`config.mk`:
```
export PLATFORM = sky130hd
export DESIGN_NAME = pipeline_hazard_controller
export DESIGN_NICKNAME = d
export VERILOG_FILES = /design/src/rtl/pipeline_hazard_controller.sv
export SDC_FILE = /design/constraint.sdc
export NUM_CORES = 1
export LEC_CHECK = 0
export CAP_MARGIN = 0
export CORE_MARGIN = 2
export CORE_UTILIZATION = 33
export CTS_BUF_LIST = sky130_fd_sc_hd__clkbuf_8 sky130_fd_sc_hd__clkbuf_16
export CTS_CLUSTER_DIAMETER = 50
export DETAILED_ROUTE_END_ITERATION = 7
export GPL_TIMING_DRIVEN = 1
export PLACE_DENSITY = 0.91
export SLEW_MARGIN = 25
export SYNTH_ARGS = -nofsm -noshare
export SYNTH_HDL_FRONTEND = slang
export SYNTH_SLANG_ARGS = --single-unit
```
`constraint.sdc`:
```
create_clock -name clk -period 2.21 [get_ports clk]
set_input_delay 0.3315 -clock clk [delete_from_list [all_inputs] [get_ports clk]]
set_output_delay 0.3315 -clock clk [all_outputs]
set_load 0.02 [all_outputs]
```
`src/rtl/pipeline_hazard_controller.sv`:
```
// Hazard unit for a 5-stage pipeline: memory-wait freeze FSM, branch redirect, load-use stall, operand forwarding.
// Optional performance counters are built in when HAZ_PERF_CNT_EN is defined.
module pipeline_hazard_controller #(
  parameter int WAIT_LIMIT = 64
) (
  input  logic        clk,
  input  logic        rst,
  input  logic [4:0]  rs1_DE,
  input  logic [4:0]  rs2_DE,
  input  logic [4:0]  rs1_EX,
  input  logic [4:0]  rs2_EX,
  input  logic [4:0]  rd_EX,
  input  logic        mem_read_en_EX,
  input  logic        rf_write_en_EX,
  input  logic [4:0]  rd_MEM,
  input  logic [4:0]  rd_WB,
  input  logic        rf_write_en_MEM,
  input  logic        rf_write_en_WB,
  input  logic        BP_en_EX,
  input  logic        BP_decision_EX,
  input  logic        taken_EX,
  input  logic        mem_req_MEM,
  input  logic        mem_ready,
  output logic        stall_F,
  output logic        stall_DE,
  output logic        flush_DE,
  output logic        flush_EX,
  output logic        freeze,
  output logic        redirect_EX,
  output logic [1:0]  fwd_a_EX,
  output logic [1:0]  fwd_b_EX,
  output logic        halted,
  output logic [31:0] stall_cnt,
  output logic [31:0] flush_cnt,
  output logic [1:0]  fsm_state
);

  typedef enum logic [1:0] {
    RUN      = 2'd0,
    MEM_WAIT = 2'd1,
    HALT     = 2'd2
  } state_t;

  localparam logic [7:0] WAIT_LIMIT_W = 8'(WAIT_LIMIT);

  state_t     state;
  logic [7:0] wait_cnt;
  logic       mispredict;
  logic       load_use;
  logic       lu_stall;

  // Memory handshake: a MEM-stage access (mem_req_MEM) completes in the cycle
  // mem_ready is high; every cycle it is requested without mem_ready is a wait.
  always_ff @(posedge clk or negedge rst) begin
    if (!rst) begin
      state    <= RUN;
      wait_cnt <= 8'd0;
      halted   <= 1'b0;
    end else begin
      case (state)
        RUN: begin
          if (mem_req_MEM && !mem_ready) begin
            state    <= MEM_WAIT;
            wait_cnt <= 8'd0;
          end
        end
        MEM_WAIT: begin
          if (mem_ready) begin
            state <= RUN;
          end else if (wait_cnt == WAIT_LIMIT_W) begin
            state  <= HALT;
            halted <= 1'b1;
          end else begin
            wait_cnt <= wait_cnt + 8'd1;
          end
        end
        HALT: begin
          halted <= 1'b1;
        end
        default: begin
          state <= RUN;
        end
      endcase
    end
  end

  assign fsm_state = state;

  // The initial miss cycle freezes combinationally, before the FSM has moved.
  assign freeze = (state != RUN) || (mem_req_MEM && !mem_ready);

  assign mispredict = ((BP_en_EX && BP_decision_EX) != taken_EX);
  assign load_use   = mem_read_en_EX && rf_write_en_EX && (rd_EX != 5'd0) &&
                      ((rd_EX == rs1_DE) || (rd_EX == rs2_DE));
  assign lu_stall   = !freeze && !mispredict && load_use;

  assign redirect_EX = !freeze && mispredict;
  assign stall_F     = freeze || lu_stall;
  assign stall_DE    = freeze || lu_stall;
  assign flush_DE    = redirect_EX;
  assign flush_EX    = redirect_EX || lu_stall;

  always_comb begin
    fwd_a_EX = 2'b00;
    if (rf_write_en_MEM && (rd_MEM != 5'd0) && (rd_MEM == rs1_EX))
      fwd_a_EX = 2'b10;
    else if (rf_write_en_WB && (rd_WB != 5'd0) && (rd_WB == rs1_EX))
      fwd_a_EX = 2'b01;
  end

  always_comb begin
    fwd_b_EX = 2'b00;
    if (rf_write_en_MEM && (rd_MEM != 5'd0) && (rd_MEM == rs2_EX))
      fwd_b_EX = 2'b10;
    else if (rf_write_en_WB && (rd_WB != 5'd0) && (rd_WB == rs2_EX))
      fwd_b_EX = 2'b01;
  end

`ifdef HAZ_PERF_CNT_EN
  always_ff @(posedge clk or negedge rst) begin
    if (!rst) begin
      stall_cnt <= 32'd0;
      flush_cnt <= 32'd0;
    end else begin
      if (stall_DE) stall_cnt <= stall_cnt + 32'd1;
      if (flush_EX) flush_cnt <= flush_cnt + 32'd1;
    end
  end
`else
  assign stall_cnt = 32'd0;
  assign flush_cnt = 32'd0;
`endif

endmodule

```
==> run summary, run 1 <==
Fin. max-slew vios: 0
Pre-antenna DRT Iters: 4
Most used DFF post-synth: dfrtp_1
CP most frequent cell: nor4_2
Sw frac: 0.3969
Antenna Nets Post-Route: 0
Reg2Reg Setup Slack: 0.31 ns
Highest Clock Rate: 0.4615 GHz
Startpoint Class: input pin
Critical path required time: 1.88 ns
Net switching power: 330.0 uW
P&R area growth vs syn: 44.18%
Mapped cell area: 1515 um2
Async S/R FF share, synth: 1.000
Tcrit/Tclk final: 0.9806
Skew final: 0.0009676 ns
Top-area cell type share of the netlist area: 0.3270
Post-route cell area: 2185 um2
Netlist cell types: 35
Via-per-instance ratio: 4.346
Post-synth EDFFs: 0
# DRC: 0
Die area: 5150 um2
Sequential fraction of design power: 0.280
CP cell instances: clkdlybuf4s50_1 > or4_4 > o21ai_4 > nor4_2 > nor4_2 > buf_4
DRT iter0 DRCs: 33
Critical Path Fanout Max: 2
CTS hold repair buffers: 0
Final Hold Fails: 0
Place WS: -0.6309 ns
Total gr overflow: 0
Reg-to-reg endpoint: wait_cnt[0]
Top post-synthesis cells by area: buf_4 33%, dfrtp_1 18%, xor2_1 16%
Hold crit path type: in2async
Fillcell total: 422
Syn Area/Cell: 8.235 um2
Syn. warnings: 0
Sequential cell area: 275.3 um2
R2r startpoint: wait_cnt[0]
Largest stage delay on the critical path: 0.49 ns
Worst-path clk slew: 0.05 ns
CTS H-tree depth: 1
Worst slew margin: 0.6549
Gate power share: 0.479
Setup WS post-layout: 0.04293 ns
Vias in the first global route: 1,316
Wirelength, routed: 3.786 mm
Overall global routing resource usage: 0.1378
Initial core utilization: 0.3456
Status: finished, final reports clean
Post-route minimum period: 2.167 ns
CP Class: in2out
VDD IR max: 0.0001487 V
Routability cong.: 0.8732
P_int: 501.4 uW
Pin count of the biggest net entering global routing: 12
Reg2Reg Depth: 6
CTS Sinks: 11
Final nets: 312
Leak Pwr: 1.121 nW
Pwr Density: 380.6 nW/um2
CTS Buffer Depth: 2
Register area share after synthesis: 0.1817
Root Buffer: clkbuf_8
Dpl cell area: 2064 um2
RSZ-0062 raised after global routing: true
Input/output buffers: 58
Die W: 71.76 um
Total CTS buffers: 3
Rows: 24
DP HPWL: 3.113 mm
Area of the core: 4384 um2
Worst Tran Pin Value: 0.5160 ns
Worst skew pair latency: 0.24 ns
Synth top cells by count: 66 x buf_4, 27 x xor2_1, 11 x dfrtp_1, 10 x nor2_1, 8 x xnor2_1
CP max stage cell: or4_4
Post-Syn Instances: 184
Clock Power Share: 0.240
Initial antenna violation count: 0
Area of the multi-input gates: 1039 um2
Worst Setup End Kind: primary output
Die H: 71.76 um
Max-cap viol count: 0
# IOs: 123
Arrival time worst endpoint: 1.84 ns
ANT cells: 0
Flop and latch count out of synthesis: 11
CTS tree: done
Post-synth top area cell: buf_4
Most common cell in the netlist: buf_4
Wire per inst: 12.02 um
Via Count: 1,369
Layout cell share with drive strength beyond 1: 0.1749
First-pass GRT wire length: 5.644 mm
# setup viols final: 0
[power groups by stage]
stage	Combinational [mW]	Clock, mW	Sequential (mW)
2_1_floorplan	0.297	0	0.232
3_3_place_gp	0.378	0	0.232
3_5_place_dp	0.388	0	0.235
4_1_cts	0.389	0.209	0.232
5_1_grt	0.430	0.216	0.234
6_report	0.399	0.200	0.233
[stage by stage]
step,TNS [ns],hold slack (ns),util,total power [mW],cells
floorplan,0,0.03591,-,0.5292,247
global placement,-2.864,0.5001,0.4709,0.6103,311
detailed placement,-3.195,0.4847,0.4709,0.6233,311
CTS,-0.3520,0.4537,0.4854,0.8302,315
global route,-0.05853,0.4847,0.4983,0.8807,315
finish,0,0.4331,0.4983,0.8314,315
[timing repair]
| action | 4_1_cts | 5_1_grt |
|---|---|---|
| endpoints found under the setup margin | 9 | 8 |
| resized for setup | 35 | 26 |
| pin swaps | 1 | 8 |
| buffers inserted | 0 | 0 |
[area by class of cell]
cell class,instances,area share
well taps,52,0.02978
clock buffers,3,0.01890
inverters,6,0.01031
flip-flops and latches,11,0.1260
clock inverters,1,0.001718
repair buffers,78,0.3379
multi-input cells,164,0.4754
[critical path: cells and delay by family]
kind	cells	cell delay, ns
AOI/OAI and AO/OA	1	0.18
and+or+nand+nor	3	0.72
buffers and inverters	2	0.60
[worst max path at each step]
stage	startpoint	to	slack, ns	depth (start not counted)
final	rd_MEM[1]	fwd_a_EX[0]	0.04	6
after global routing	rd_MEM[1]	fwd_a_EX[0]	-0.04	6
after CTS	rd_MEM[1]	fwd_a_EX[0]	-0.16	6
after detailed placement	rd_MEM[2]	fwd_a_EX[0]	-0.63	6
after global placement	rd_MEM[2]	fwd_a_EX[0]	-0.59	6
after floorplan	rd_MEM[1]	fwd_a_EX[0]	0.19	4
[flip-flops by register name (all words and copies together), names as in the netlist]
name / flops
fsm_state: 2
halted: 1
wait_cnt: 8
[logic make-up (layout without fill, tap and decap cells)]
group,count (synthesis),after routing,share of synthesized area
AO/OA/AOI/OAI,12,12,0.04707
buffers and inverters,72,88,0.3419
multiplexers,1,1,0.007431
AND/OR/NAND/NOR,50,50,0.2007
other,1,64,0.002475
flip-flops,11,11,0.1817
adder cells (fa/ha/maj),2,2,0.01651
XOR/XNOR,35,35,0.2023
[layout by cell type, fill, tap and decap left out, types with 3 or more instances in the layout]
cell	synthesis	routed
inv_1	6	7
or4_1	5	3
clkdlybuf4s50_1	0	34
conb_1	1	64
or4_4	1	3
clkbuf_8	0	3
clkbuf_2	0	3
xnor2_1	8	8
nand3_1	3	3
dfrtp_1	11	11
xor2_1	27	27
dlymetal6s2s_1	0	14
dlygate4sd2_1	0	3
nand2_1	6	6
nor2_1	10	10
buf_4	66	22
[routing by layer]
layer	vias up	track usage	routed length, um
met4	0	0.04822	63
met3	7	0.02110	270
li1	648	-	-
met2	72	0.2840	2216
met1	642	0.1354	1236
met5	-	0	0
Power figures use the tool's default switching activity.
==> run 2, diff against run 1 <==
CORE_ASPECT_RATIO = 1.2   (was default)
==> run 2 against run 1 <==
Compared with the run above: combinational power is 3% higher; power is 1.9% higher; clock skew is 0.0083 ns higher; cell count is 3.8% higher; critical path type unchanged; critical endpoint is now fwd_a_EX[1].
==> run summary, run 2 (synthesis results as in run 1) <==
CP top delay family: buffers and inverters
Reg-to-reg endpoint: wait_cnt[0]
CTS Buffer Depth: 2
Arrival time worst endpoint: 1.82 ns
GR Layer Usage met2: 0.2818
Wire per inst: 11.91 um
Initial core utilization: 0.3372
Pre-antenna DRT Iters: 4
Vias in the first global route: 1,353
Via-per-instance ratio: 4.291
Fin. max-slew vios: 0
Initial antenna violation count: 0
Gate power share: 0.485
Grt peak-use layer: met2
Overall global routing resource usage: 0.1513
Clock Power Share: 0.242
CP Class: in2out
CTS H-tree depth: 1
Fillcell total: 410
DP HPWL: 3.212 mm
Final Hold Fails: 0
Wirelength, routed: 3.895 mm
VDD IR max: 0.0001554 V
Sw frac: 0.4030
CTS hold repair buffers: 0
Reg2Reg Setup Slack: 0.32 ns
Hold crit path type: in2async
Tcrit/Tclk final: 0.9741
Met3 GRT Util: 0.03009
Pwr Density: 381.8 nW/um2
ANT cells: 0
Worst slew margin: 0.6472
P&R area growth vs syn: 46.49%
Status: finished, final reports clean
CP max stage cell: clkdlybuf4s50_1
Final Power: 847.4 uW
# IOs: 123
M1 GR Usage: 0.1595
Reg2Reg Depth: 6
Total gr overflow: 0
Skew final: 0.009230 ns
CP cell instances: clkdlybuf4s50_1 > buf_4 > o21ai_4 > buf_4 > nor4_4 > clkbuf_2
Routability cong.: 0.9694
Leak Pwr: 1.072 nW
Max-cap viol count: 0
Final core utilization: 0.4940
Top reg by flops: wait_cnt
Highest Clock Rate: 0.4645 GHz
Area of the core: 4493 um2
# DRC: 0
Critical path required time: 1.88 ns
Worst Tran Pin Value: 0.5275 ns
Post-route minimum period: 2.153 ns
Final nets: 318
Most common cell after layout, fill and taps aside: conb_1
Die W: 65.86 um
Total CTS buffers: 3
R2r startpoint: wait_cnt[0]
Worst-path clk slew: 0.05 ns
Antenna Nets Post-Route: 0
# setup viols final: 0
Startpoint Class: input pin
Critical Path Fanout Max: 2
CP most frequent cell: buf_4
Most frequent cells in the layout: 64 x conb_1, 31 x clkdlybuf4s50_1, 27 x xor2_1, 27 x buf_4, 12 x dlygate4sd2_1
Buf/Inv on CP: 4
Worst Setup End Kind: primary output
Sequential fraction of design power: 0.273
Via Count: 1,403
Largest register FFs: 8
DRT iter0 DRCs: 93
P_int: 505.9 uW
CTS tree: done
CTS Sinks: 11
Layout cell share with drive strength beyond 1: 0.2082
Pin count of the biggest net entering global routing: 12
Net switching power: 341.5 uW
Input/output buffers: 58
Largest stage delay on the critical path: 0.50 ns
Die H: 78.23 um
Root Buffer: clkbuf_8
First-pass GRT wire length: 5.975 mm
Die area: 5152 um2
Worst skew pair latency: 0.25 ns
Rows: 27
## run 2: cell count changes in the layout (fill, tap and decap cells not counted), moves of 2 or more
| cell | before | now |
|---|---|---|
| dlymetal6s2s_1 | 14 | 3 |
| buf_4 | 22 | 27 |
| nor4_2 | 2 | 0 |
| clkdlybuf4s50_1 | 34 | 31 |
| dlygate4sd2_1 | 3 | 12 |
| clkdlybuf4s15_1 | 0 | 4 |
| buf_2 | 1 | 4 |
| or4_4 | 3 | 5 |
| or4_1 | 3 | 1 |
| nor4_4 | 2 | 4 |
## run 2: worst register-to-register path, delay by kind of cell, from the launching register on
family / cells / cell delay, ns
AND/OR/NAND/NOR: 3 / 0.83
flip-flops: 1 / 0.39
multiplexers: 1 / 0.29
adder cells (fa/ha/maj): 1 / 0.21
buffers and inverters: 1 / 0.06
## run 2: power groups by stage
| stage | Clock (mW) | Sequential, mW | Combinational (mW) |
|---|---|---|---|
| after global routing | 0.219 | 0.234 | 0.444 |
| after CTS | 0.207 | 0.230 | 0.408 |
| after detailed placement | 0 | 0.233 | 0.400 |
| after floorplan | 0 | 0.232 | 0.297 |
| after global placement | 0 | 0.232 | 0.390 |
| final | 0.205 | 0.231 | 0.411 |
## run 2: metal layers
layer  part of all wire  routed length, um  vias to the layer above
met2               0.53               2054                      104
met3               0.10                399                       15
met4              0.034                133                        0
li1                   -                  -                      658
met1               0.34               1307                      626
met5                  0                  0                        -
## run 2: cell type report
cell class                      count  area, um2  share of cell area
Timing Repair Buffer               84      737.0              0.3320
Inverter                            6      22.52             0.01015
Sequential cell                    11      275.3              0.1240
Clock buffer                        3      41.29             0.01860
Clock inverter                      1      3.754            0.001691
Multi-Input combinational cell    164       1067              0.4808
Tap cell                           58      72.57             0.03269
## run 2: per-stage QoR
stage | area [um2] | hold slack [ns] | setup WS, ns | setup TNS (ns) | std cells
after floorplan | 1764 | 0.03591 | 0.1903 | 0 | 247
after global routing | 2220 | 0.4612 | -0.007997 | -0.007997 | 327
after detailed placement | 2110 | 0.4872 | -0.7116 | -3.735 | 322
after global placement | 2110 | 0.4546 | -0.7124 | -3.563 | 322
final | 2220 | 0.4294 | 0.05719 | 0 | 327
after CTS | 2213 | 0.4337 | 0.004557 | 0 | 327
## run 2: worst max-delay path by stage
stage / start / end / cells after the start
2_1_floorplan: rd_MEM[1] / fwd_a_EX[0] / 4
3_3_place_gp: rd_MEM[2] / fwd_b_EX[0] / 6
3_5_place_dp: rd_MEM[2] / fwd_b_EX[0] / 6
4_1_cts: rd_EX[2] / stall_DE / 7
5_1_grt: rd_MEM[0] / fwd_a_EX[1] / 6
6_report: rd_MEM[0] / fwd_a_EX[1] / 6
## run 2: timing repair
action | 4_1_cts | 5_1_grt
endpoints found under the setup margin | 9 | 8
pin swaps | 6 | 6
gates resized for setup | 61 | 17
setup buffers | 1 | 1
==> run 3, diff against run 2 <==
CAP_MARGIN = default   (was 0)
HOLD_SLACK_MARGIN = 0.06   (was default)
==> results of run 3 <==
Final layout, timing and power as in run 2 (identical DEF).
==> patch: new RTL, flow settings as in run 1 <==
The option `HAZ_PERF_CNT_EN` is turned on by a define.
--- a/src/rtl/pipeline_hazard_controller.sv
+++ b/src/rtl/pipeline_hazard_controller.sv
@@ -1,5 +1,7 @@
 // Hazard unit for a 5-stage pipeline: memory-wait freeze FSM, branch redirect, load-use stall, operand forwarding.
 // Optional performance counters are built in when HAZ_PERF_CNT_EN is defined.
+`define HAZ_PERF_CNT_EN
+
 module pipeline_hazard_controller #(
   parameter int WAIT_LIMIT = 64
 ) (
Formal check against the unedited RTL: not equivalent (Yosys sat finds a counterexample within 4 cycles, from zero or initial values and one cycle with rst low).
==> patch against run 1 <==
- the flow now finishes with violations (design-rule violations)
- worst hold slack lost 0.43 ns
- cell area rose to 2.7 times the old value
- register-to-register slack lost 0.22 ns
- sequential cell count rose by 64
- via count grew to 2.5 times the old value
- routed wire length increased to 2.8 times the old value
- total power rose to 5.2 times the old value
- count of clock-buffer cells in the layout up 8
- non-clock buffer count increased by 86
- setup slack better by 0.0036 ns
- synthesized cell count increased by 100%
- area after synthesis rose to 2.6 times the old value
==> patch: results (changes against run 1) <==
Outcome
  • Status: finished with violations
  • Violated checks: design-rule violations

Timing
  • Worst hold slack: 0.006128 ns (-0.4270 ns)
  • Setup Skew: 0.009208 ns (+0.008240 ns)
  • Worst rel slew slack: 0.5396 (-0.1153)

Layout
  • Filler instances: 975 (+130%)
  • Finished Layout Cells: 686 (+120%)
  • Layout cells sized above 1: 0.1805 (+0.005574)
  • Fin nets: 588 (+88%)

Logic synthesis
  • Synth unique cells: 41 (+17%)
  • Register area share after synthesis: 0.4769 (+0.2953)
  • Post-synth top cells: dfrtp_1, xor2_1, xnor2_1, nand2_1, nand3_1
  • Synth top area cells: dfrtp_1, xor2_1, xnor2_1

Route
  • DR iter-0 viols: 223 (+580%)
  • DRC: 8 (+8)
  • Final wirelength: 10600 um (+180%)
  • Pre-antenna DRT Iters: 7 (+3)
  • Vias per inst: 5.003 (+15%)

Clock network
  • Clock latency on the worst-skew pair: 0.33 ns (+0.09 ns)
  • CTS Buf Count: 9 (+6)
  • H-tree depth: 3 (+2)
  • Clk Tree Root Cell: clkbuf_16

GRT
  • Vias in the first global route: 3583 (+170%)
  • Global-route wire length before repair: 17530 um (+210%)
  • Largest net degree at the start of global routing: 76 (+64)

Place
  • DP HPWL: 7813 um (+150%)
  • Worst slack, placed: -0.6855 ns (-0.05456 ns)
  • Cells after DPL: 668 (+110%)

Critical path
  • Worst r2r src: stall_cnt[6]$_DFFE_PN0P_
  • FF-to-FF setup slack: 0.09 ns (-0.22 ns)

Power
  • Leakage: 2.620 nW (+130%)
==> patch: cell types whose count changed after synthesis, sizes merged, moves of 8 or more <==
| cell | delta |
|---|---|
| buf | -58 |
| dfrtp | +64 |
| nand2 | +23 |
| nand3 | +22 |
| nand4 | +10 |
| nor2 | +8 |
| nor3 | +14 |
| nor4 | +13 |
| nor4b | +9 |
| xnor2 | +24 |
| xor2 | +40 |
==> patch: how the worst max path moves through the flow <==
stage / depth (start not counted) / slack (ns) / startpoint / endpoint
3_5_place_dp: 6 / -0.69 / rd_MEM[2] / fwd_a_EX[0]
5_1_grt: 8 / -0.05 / BP_en_EX / flush_cnt[23]$_DFFE_PN0P_
6_report: 6 / 0.05 / rd_MEM[1] / fwd_a_EX[0]
3_3_place_gp: 6 / -0.63 / rd_MEM[1] / fwd_a_EX[0]
2_1_floorplan: 6 / 0.07 / fsm_state[0]$_DFFE_PN0P_ / stall_F
4_1_cts: 5 / -0.02 / rf_write_en_WB / fwd_a_EX[0]
==> patch: area by class of cell <==
class | count | area, um2 | share of cell area
repair buffers | 164 | 1500 | 0.2497
clock inverters | 5 | 52.55 | 0.008748
clock buffers | 11 | 252.7 | 0.04207
inverters | 10 | 37.54 | 0.006249
well taps | 143 | 178.9 | 0.02979
flip-flops and latches | 75 | 1877 | 0.3124
multi-input cells | 278 | 2108 | 0.3510
==> patch: critical path, stage by stage <==
cell,delay (ns)
dlygate4sd2_1,0.24
or4_4,0.52
o21ai_4,0.20
nor4_4,0.07
nor4_4,0.28
buf_4,0.18
==> patch: repair_timing <==
action,CTS,global route
pin swaps,13,7
resized for setup,69,14
endpoints found under the setup margin,12,22
setup buffers,2,0
==> patch: power groups by stage <==
stage | clock (W) | sequential (W) | combinational [W]
floorplan | 0 | 0.00184 | 0.000373
global placement | 0 | 0.00169 | 0.00114
detailed placement | 0 | 0.00170 | 0.00118
CTS | 0.00151 | 0.00168 | 0.00119
global route | 0.00158 | 0.00170 | 0.00128
finish | 0.00148 | 0.00168 | 0.00119
==> patch: layer usage <==
layer	up-vias	track usage	routed length (um)
met3	17	0.04285	466
met5	-	0	0
met1	1689	0.2007	4372
met4	0	0.05285	181
met2	101	0.2994	5582
li1	1625	-	-
==> patch: cells by family (layout without fill, tap and decap cells) <==
logic type,count (synthesis),in the layout,synth area share
XOR/XNOR,99,99,0.2203
flip-flops,75,75,0.4769
AND/OR/NAND/NOR,163,163,0.2417
AO/OA/AOI/OAI,10,10,0.02004
adder cells (fa/ha/maj),4,4,0.01272
multiplexers,2,2,0.005723
buffers and inverters,18,190,0.02257
